$ cat config.mk
export PLATFORM = sky130hd
export DESIGN_NAME = regfile_sequencer
export DESIGN_NICKNAME = d
export VERILOG_FILES = /design/src/rtl/regfile_sequencer.sv
export SDC_FILE = /design/constraint.sdc
export NUM_CORES = 1
export LEC_CHECK = 0
export CAP_MARGIN = 20
export CORE_UTILIZATION = 46
export CTS_CLUSTER_DIAMETER = 150
export CTS_CLUSTER_SIZE = 10
export DETAILED_ROUTE_END_ITERATION = 6
export GPL_TIMING_DRIVEN = 0
export PLACE_DENSITY = 0.9
export RECOVER_POWER = 25
export SETUP_SLACK_MARGIN = 0.05
export SLEW_MARGIN = 20
export SYNTH_ARGS = -nofsm -noshare
export SYNTH_HDL_FRONTEND = slang
export SYNTH_SLANG_ARGS = --single-unit
$ cat constraint.sdc
create_clock -name clk -period 2.05 [get_ports clk]
set_clock_uncertainty 0.2 [all_clocks]
set_input_delay 0.205 -clock clk [delete_from_list [all_inputs] [get_ports clk]]
set_output_delay 0.205 -clock clk [all_outputs]
set_load 0.02 [all_outputs]
$ cat src/rtl/regfile_sequencer.sv
//------------------------------------------------------------------------------
// regfile_sequencer
//
// Sequences one register-file operation per request: read two source
// registers plus R15, capture the pre-write values, optionally perform a
// single write cycle (general register and/or R15), then present the captured
// operands as a response held until the consumer takes it.
//
// Ports
//   clk, rst                 rising-edge clock, asynchronous active-low reset
//   req_valid / req_ready    request handshake (accepted only in IDLE)
//   req_rs1, req_rs2         source register indices
//   req_rd, req_wr,
//   req_wdata                destination index, write enable, write data
//   req_r15_wr,
//   req_r15_wdata            R15 write enable and data
//   rsp_valid / rsp_ready    response handshake
//   rsp_op1, rsp_op2,
//   rsp_r15                  captured pre-write operand values
//   rf_rwe                   register-file mode: 1 = read, 0 = write
//   rf_reg1, rf_reg2         register-file read indices
//   rf_wreg, rf_wdata,
//   rf_wdata15               register-file write index/data and R15 data
//   rf_rdata1, rf_rdata2,
//   rf_rdata15               register-file read data (one cycle after read)
//   txn_count                completed-transaction counter (wraps)
//------------------------------------------------------------------------------
`timescale 1ns/1ps

module regfile_sequencer (
    input  logic        clk,
    input  logic        rst,
    input  logic        req_valid,
    output logic        req_ready,
    input  logic [3:0]  req_rs1,
    input  logic [3:0]  req_rs2,
    input  logic [3:0]  req_rd,
    input  logic        req_wr,
    input  logic [15:0] req_wdata,
    input  logic        req_r15_wr,
    input  logic [15:0] req_r15_wdata,
    output logic        rsp_valid,
    input  logic        rsp_ready,
    output logic [15:0] rsp_op1,
    output logic [15:0] rsp_op2,
    output logic [15:0] rsp_r15,
    output logic        rf_rwe,
    output logic [3:0]  rf_reg1,
    output logic [3:0]  rf_reg2,
    output logic [3:0]  rf_wreg,
    output logic [15:0] rf_wdata,
    output logic [15:0] rf_wdata15,
    input  logic [15:0] rf_rdata1,
    input  logic [15:0] rf_rdata2,
    input  logic [15:0] rf_rdata15,
    output logic [7:0]  txn_count
);

    typedef enum logic [2:0] {
        IDLE    = 3'd0,
        READ    = 3'd1,
        CAPTURE = 3'd2,
        WRITE   = 3'd3,
        RESP    = 3'd4
    } state_t;

    state_t state_reg, state_next;

    // Latched request fields (source indices live directly in rf_reg1/rf_reg2)
    logic [3:0]  rd_reg;
    logic        wr_reg;
    logic [15:0] wdata_reg;
    logic        r15_wr_reg;
    logic [15:0] r15_wdata_reg;

    // Write values prepared while the read data is on the bus
    logic [15:0] wdata15_next;
    logic [15:0] wdata_next;
    logic [3:0]  wreg_next;
    logic        do_write;

    //--------------------------------------------------------------------------
    // State register
    //--------------------------------------------------------------------------
    always_ff @(posedge clk or negedge rst) begin
        if (!rst) begin
            state_reg <= IDLE;
        end else begin
            state_reg <= state_next;
        end
    end

    //--------------------------------------------------------------------------
    // Next state and state-decoded outputs. rf_rwe is decoded from the state
    // so that an asynchronous reset during WRITE drops back to read mode
    // immediately.
    //--------------------------------------------------------------------------
    always_comb begin
        state_next = state_reg;
        req_ready  = 1'b0;
        rsp_valid  = 1'b0;
        rf_rwe     = 1'b1;
        case (state_reg)
            IDLE: begin
                req_ready = 1'b1;
                if (req_valid) begin
                    state_next = READ;
                end
            end
            READ: begin
                state_next = CAPTURE;
            end
            CAPTURE: begin
                state_next = do_write ? WRITE : RESP;
            end
            WRITE: begin
                rf_rwe     = 1'b0;
                state_next = RESP;
            end
            RESP: begin
                rsp_valid = 1'b1;
                if (rsp_ready) begin
                    state_next = IDLE;
                end
            end
            default: begin
                state_next = IDLE;
            end
        endcase
    end

    assign do_write = wr_reg | r15_wr_reg;

    // R15 is always rewritten during WRITE: either with new data or with the
    // value just read, so it is never disturbed unintentionally. With no
    // general write the write port targets R15 too, carrying the same data.
    // When rd is R15 the dedicated R15 data wins.
    always_comb begin
        wdata15_next = r15_wr_reg ? r15_wdata_reg : rf_rdata15;
        if (wr_reg && (rd_reg != 4'd15)) begin
            wreg_next  = rd_reg;
            wdata_next = wdata_reg;
        end else begin
            wreg_next  = 4'd15;
            wdata_next = wdata15_next;
        end
    end

    //--------------------------------------------------------------------------
    // Datapath registers
    //--------------------------------------------------------------------------
    always_ff @(posedge clk or negedge rst) begin
        if (!rst) begin
            rf_reg1       <= 4'd0;
            rf_reg2       <= 4'd0;
            rd_reg        <= 4'd0;
            wr_reg        <= 1'b0;
            wdata_reg     <= 16'h0000;
            r15_wr_reg    <= 1'b0;
            r15_wdata_reg <= 16'h0000;
            rsp_op1       <= 16'h0000;
            rsp_op2       <= 16'h0000;
            rsp_r15       <= 16'h0000;
            rf_wreg       <= 4'd0;
            rf_wdata      <= 16'h0000;
            rf_wdata15    <= 16'h0000;
            txn_count     <= 8'h00;
        end else begin
            if ((state_reg == IDLE) && req_valid) begin
                rf_reg1       <= req_rs1;
                rf_reg2       <= req_rs2;
                rd_reg        <= req_rd;
                wr_reg        <= req_wr;
                wdata_reg     <= req_wdata;
                r15_wr_reg    <= req_r15_wr;
                r15_wdata_reg <= req_r15_wdata;
            end
            if (state_reg == CAPTURE) begin
                rsp_op1 <= rf_rdata1;
                rsp_op2 <= rf_rdata2;
                rsp_r15 <= rf_rdata15;
                // Write outputs only change when a write is about to happen
                if (do_write) begin
                    rf_wreg    <= wreg_next;
                    rf_wdata   <= wdata_next;
                    rf_wdata15 <= wdata15_next;
                end
            end
            if ((state_reg == RESP) && rsp_ready) begin
                txn_count <= txn_count + 8'd1;
            end
        end
    end

endmodule
# --- Word level (Yosys, flattened, before mapping) ---
# Cells that the tools add are included.
classes:
  magnitude_cmp: 0
  muxes: 10
  multipliers: 0
  shift: 0
  n_reduce_logical: 6
  n_addsub: 1
  bitwise: 1
  n_eq_ne: 7
  div: 0
ops:
  columns: ["cell", "n"]
  rows:
  - ["$mux W16", 2]
  - ["$pmux W3 S5", 1]
  - ["$mux W3", 3]
  - ["$add A8 B1 Y8 const B", 1]
  - ["$eq A3 B2 Y1 const B", 2]
  - ["$mux W4", 1]
  - ["$ne A2 B2 Y1 const B", 2]
  - ["$ne A4 B4 Y1 const B", 1]
  - ["$reduce_and A2 Y1", 2]
  - ["$eq A3 B1 Y1 const B", 1]
  - ["$eq A3 B3 Y1 const B", 1]
  - ["$logic_and A1 B1 Y1", 3]
  - ["$logic_not A3 Y1", 1]
  - ["$mux W1", 3]
  - ["$or A1 B1 Y1", 1]
word_totals:
  mem_bits_ro: 0
  mem_bits_rw: 0
  latchBits: 0
  wordCells: 40
  memories: 0
  inputBits: 98
  reg_bits: 141

# --- Logic depth before layout (Yosys ltp) ---
logic_depth:
  ltp_word: 3
  ltp_mapped: 6

# --- Least setup slack after synthesis ---
# Ideal clock, no wire load.
synth_timing:
  kind: "flip-flop to flip-flop"
  from: "register state_reg[0]"
  to: "register r15_wdata_reg[0]"
  setup_ns: 0.125
  path_stages_with_launch: 6
  slack_ns: 0.094
  arrival_ns: 1.631
  path_cell_list: "dfrtp_1 -> nor3_2 -> and2_1 -> buf_6 -> buf_6 -> mux2_4"
synth_between:
  elab_chain_cells: 2
synth_rtl:
  columns: ["element", "line", "source"]
  rows:
  - ["start: declaration", "67", "state_t state_reg, state_next;"]
  - ["start signal: assignment", "89", "state_reg <= state_next;"]
  - ["$logic_not A3 Y1", "169", "if ((state_reg == IDLE) && req_valid) begin"]
  - ["$logic_and A1 B1 Y1", "169", null]
  - ["end signal: assignment", "176", "r15_wdata_reg <= req_r15_wdata;"]
  - ["end: declaration", "74", "logic [15:0] r15_wdata_reg;"]
# Every way passes these cells.
# A chain may end at the register's enable or synchronous reset.

# --- Worst setup path after layout ---
layout_timing:
  from: "register wr_reg"
  to: "register rf_wdata[13]"
layout_between:
  elab_chain_cells: 2
  elab_cells_between_ends: 4
  cone_classes: "1 x mux; 1 x bitwise; 2 x reduce/logical"
layout_rtl:
  columns: ["element", "line", "source"]
  rows:
  - ["start: declaration", "71", "logic wr_reg;"]
  - ["start signal: assignment", "173", "wr_reg <= req_wr;"]
  - ["$or A1 B1 Y1 or $logic_and A1 B1 Y1 (tied branches)", "132, 140", null]
  - ["$reduce_and A2 Y1 (no line) or $mux W16 (tied branches)", null, null]
  - ["end signal: assignment", "185", "rf_wdata <= wdata_next;"]
  - ["end: declaration", "51", "output logic [15:0] rf_wdata,"]
# Parallel ways exist; a longest one is shown, timed or not.

==> qor.yml <==
area_growth_syn_to_layout_pct: 46.8
gp_congestion: 0.849
path_class: "flop to flop"
seq_area_um2: 3530
num-fill-cells: 951
crit_slowest_cell: "dfrtp_1"
vdd_drop_max_mv: 1.01
via_per_inst: 5.21
die_w_um: 117
drc: 0
hold_slack_ps: 128
setup_viol: 0
slew_viol_final: 0
clock.fmax_ghz: 0.522
antenna_found_initial: 0
h-tree-depth: 4
grt_pass1_wl_um: 25700
cpLargestDelayFamily: "buffers and inverters"
swShare_pct: 37.7
fin_area_um2: 8860
clockBufferDepth: 2
synthTopCellsByArea: "dfrtp_1 58%, mux2_4 10%, nand2_1 9.2%"
cts_tree: "built"
utilization_pct: 69.6
worstPathRequired_ps: 2150
p_int_uw: 9440
clkTransAtPathRegs_ps: 60
dieArea_um2: 13600
tightest_slew_ps: 960
drv_cap: 0
rsz0062_at_grt: "false"
initial_core_util_pct: 47.4
insertion_delay_ps: 410
clock_power_share_pct: 18.6
path_cells: "buf_2 -> nor2_1 -> clkbuf_2 -> a311oi_1 -> a22o_1"
diodes: 0
dr.first_iter.drc_count: 197
io_buffers: 200
switchingPower_uw: 5720
synth-warning-count: 0
dp_hpwl_um: 12600
drive_above_1_share_pct: 14.4
die_h_um: 117
wl_per_cell_um: 17.8
hold_class: "input port to flop"
drt-total-wl_um: 16600
fin_crit_sh_pct: 93.4
synth_top_area_cell: "dfrtp_1"
antenna_left: 0
rows: 41
p_leak_uw: 0.00408
post_cts_buffers: 0
hold_violations: 0
grt_overflow_total: 0
synth_fp_nets: 628
io_pins: 201
post-route-min-period_ps: 1910
placed_area_um2: 8280
cts_buffers: 17
synth_top_area_share_pct: 58.5
seqPwrFrac_pct: 33.0
crit_path_start_kind: "flop"
syn-cell-area_um2: 6030
power_per_cell_area_nw_per_um2: 1710
root_buffer: "clkbuf_16"
worst_setup_path_end_kind: "flop"
cp_slowest_stage_delay_ps: 400
grt_max_degree: 104
ys_ff_latch: 141
cp_max_fo: 10
cts_sinks: 141
grt_pass1_vias: 5085
synthCells: 529
placedCellCount: 902
fin_nets: 849
dr.pass1.iters: 5
relSlewSlack_pct: 36.0
combPwrFrac_pct: 48.4
status: "finished, final reports clean"
ys_types: 31
arrival_ps: 2010
yosysSeqAreaShare_pct: 58.5
multiInputGateArea_um2: 2220
gr-usage-all-layers_pct: 25.5
core_area_um2: 12700
path_buf_inv: 2
syn_avg_cell_area_um2: 11.4
fin_cells: 935
num_vias: 4873
## cell usage in the layout, fill, tap and decap left out, types with 2 or more instances in the layout
| master | count |
|---|---|
| inv_1 | 22 |
| and4_1 | 3 |
| nand3_1 | 3 |
| dlygate4sd2_1 | 2 |
| a22o_1 | 16 |
| clkbuf_1 | 15 |
| buf_6 | 7 |
| clkbuf_8 | 3 |
| nor3_1 | 4 |
| o21ai_0 | 38 |
| o21ai_1 | 13 |
| mux2i_2 | 3 |
| mux2i_1 | 13 |
| nand4_1 | 3 |
| dfrtp_1 | 140 |
| nor2_1 | 3 |
| clkbuf_2 | 2 |
| mux2_4 | 40 |
| a21oi_1 | 5 |
| mux2_2 | 8 |
| clkbuf_16 | 17 |
| nand2_1 | 148 |
| clkdlybuf4s50_1 | 196 |
| clkinv_2 | 7 |
| a311oi_1 | 16 |
| buf_2 | 10 |
| buf_8 | 3 |
| xnor2_1 | 6 |
## power by group through the flow
stage,Combinational [uW],Sequential (uW),Clock (uW)
6_report,7340,5000,2820
5_1_grt,7890,5140,3000
4_1_cts,7340,4980,2870
3_5_place_dp,7310,5000,0
3_3_place_gp,7050,4900,0
2_1_floorplan,3150,5930,0
## worst min-delay path, delay by kind of cell
kind          cells  cell delay [ps]
buf+inv           1              400
simple gates      2              100
## worst paths after layout
kind	slack, ps	endpoint	depth (start not counted)	from
setup / recovery	140	rf_wdata[13]	5	wr_reg
hold / removal	130	rsp_op2[0]	3	rf_rdata2[0]
setup reg to reg	140	rf_wdata[13]	5	wr_reg
hold reg to reg	270	rsp_op2[4]	2	rsp_op2[4]
max in group asynchronous	300	state_reg[0]	3	rst
min in group asynchronous	280	rsp_op2[13]	2	rst
## cells by family after synthesis
family                   Yosys count  synth area share [%]
buffers and inverters             56                  5.02
adder cells (fa/ha/maj)            1                 0.207
AND/OR/NAND/NOR                  171                  11.8
flip-flops                       141                  58.5
AO/OA/AOI/OAI                     89                  9.43
XOR/XNOR                           7                  1.02
multiplexers                      64                  14.1
## routing by layer
| layer | vias to the layer above | routed length (um) | GRT usage (%) |
|---|---|---|---|
| met2 | 183 | 8360 | 44.3 |
| met1 | 2414 | 6690 | 29.8 |
| met5 | - | 0 | 0 |
| li1 | 2234 | - | - |
| met4 | 0 | 506 | 11.4 |
| met3 | 42 | 1060 | 6.59 |
## repair_timing
action,4_1_cts,5_1_grt
cloned,0,0
hold buffers,1,0
gates resized for setup,4,11
endpoints found under the setup margin,8,78
endpoints found under the hold margin,141,0
## metrics by stage
stage	power, uW	TNS, ps	worst slack (ps)
6_report	15200	0	136
3_5_place_dp	12300	-50.6	-21.3
2_1_floorplan	9090	0	94.4
4_1_cts	15200	0	43.6
5_1_grt	16000	0	45.4
3_3_place_gp	12000	-651900	-4630
## cells in the mapped netlist, drive strengths merged
cell type / number
inv: 22
nor4bb: 1
ha: 1
nand3: 3
and2: 1
nand2: 148
xor2: 1
nand4: 3
or3b: 1
and4: 3
nor3b: 1
clkbuf: 12
mux2i: 16
a311oi: 16
and3: 1
mux2: 48
a21oi: 5
buf: 22
nor3: 5
xnor2: 6
a22o: 16
nor2b: 1
dfrtp: 141
o21ai: 52
nor2: 3
## cell type report
class                      instances  share of cell area (%)
timing repair buffer             202                    22.9
tap                              172                    2.43
buffer                            34                    2.66
sequential                       141                    39.9
clock inverter                     8                   0.735
inverter                          22                   0.932
multi-input combinational        332                    25.1
clock buffer                      24                    5.44
Power figures use the tool's default switching activity.
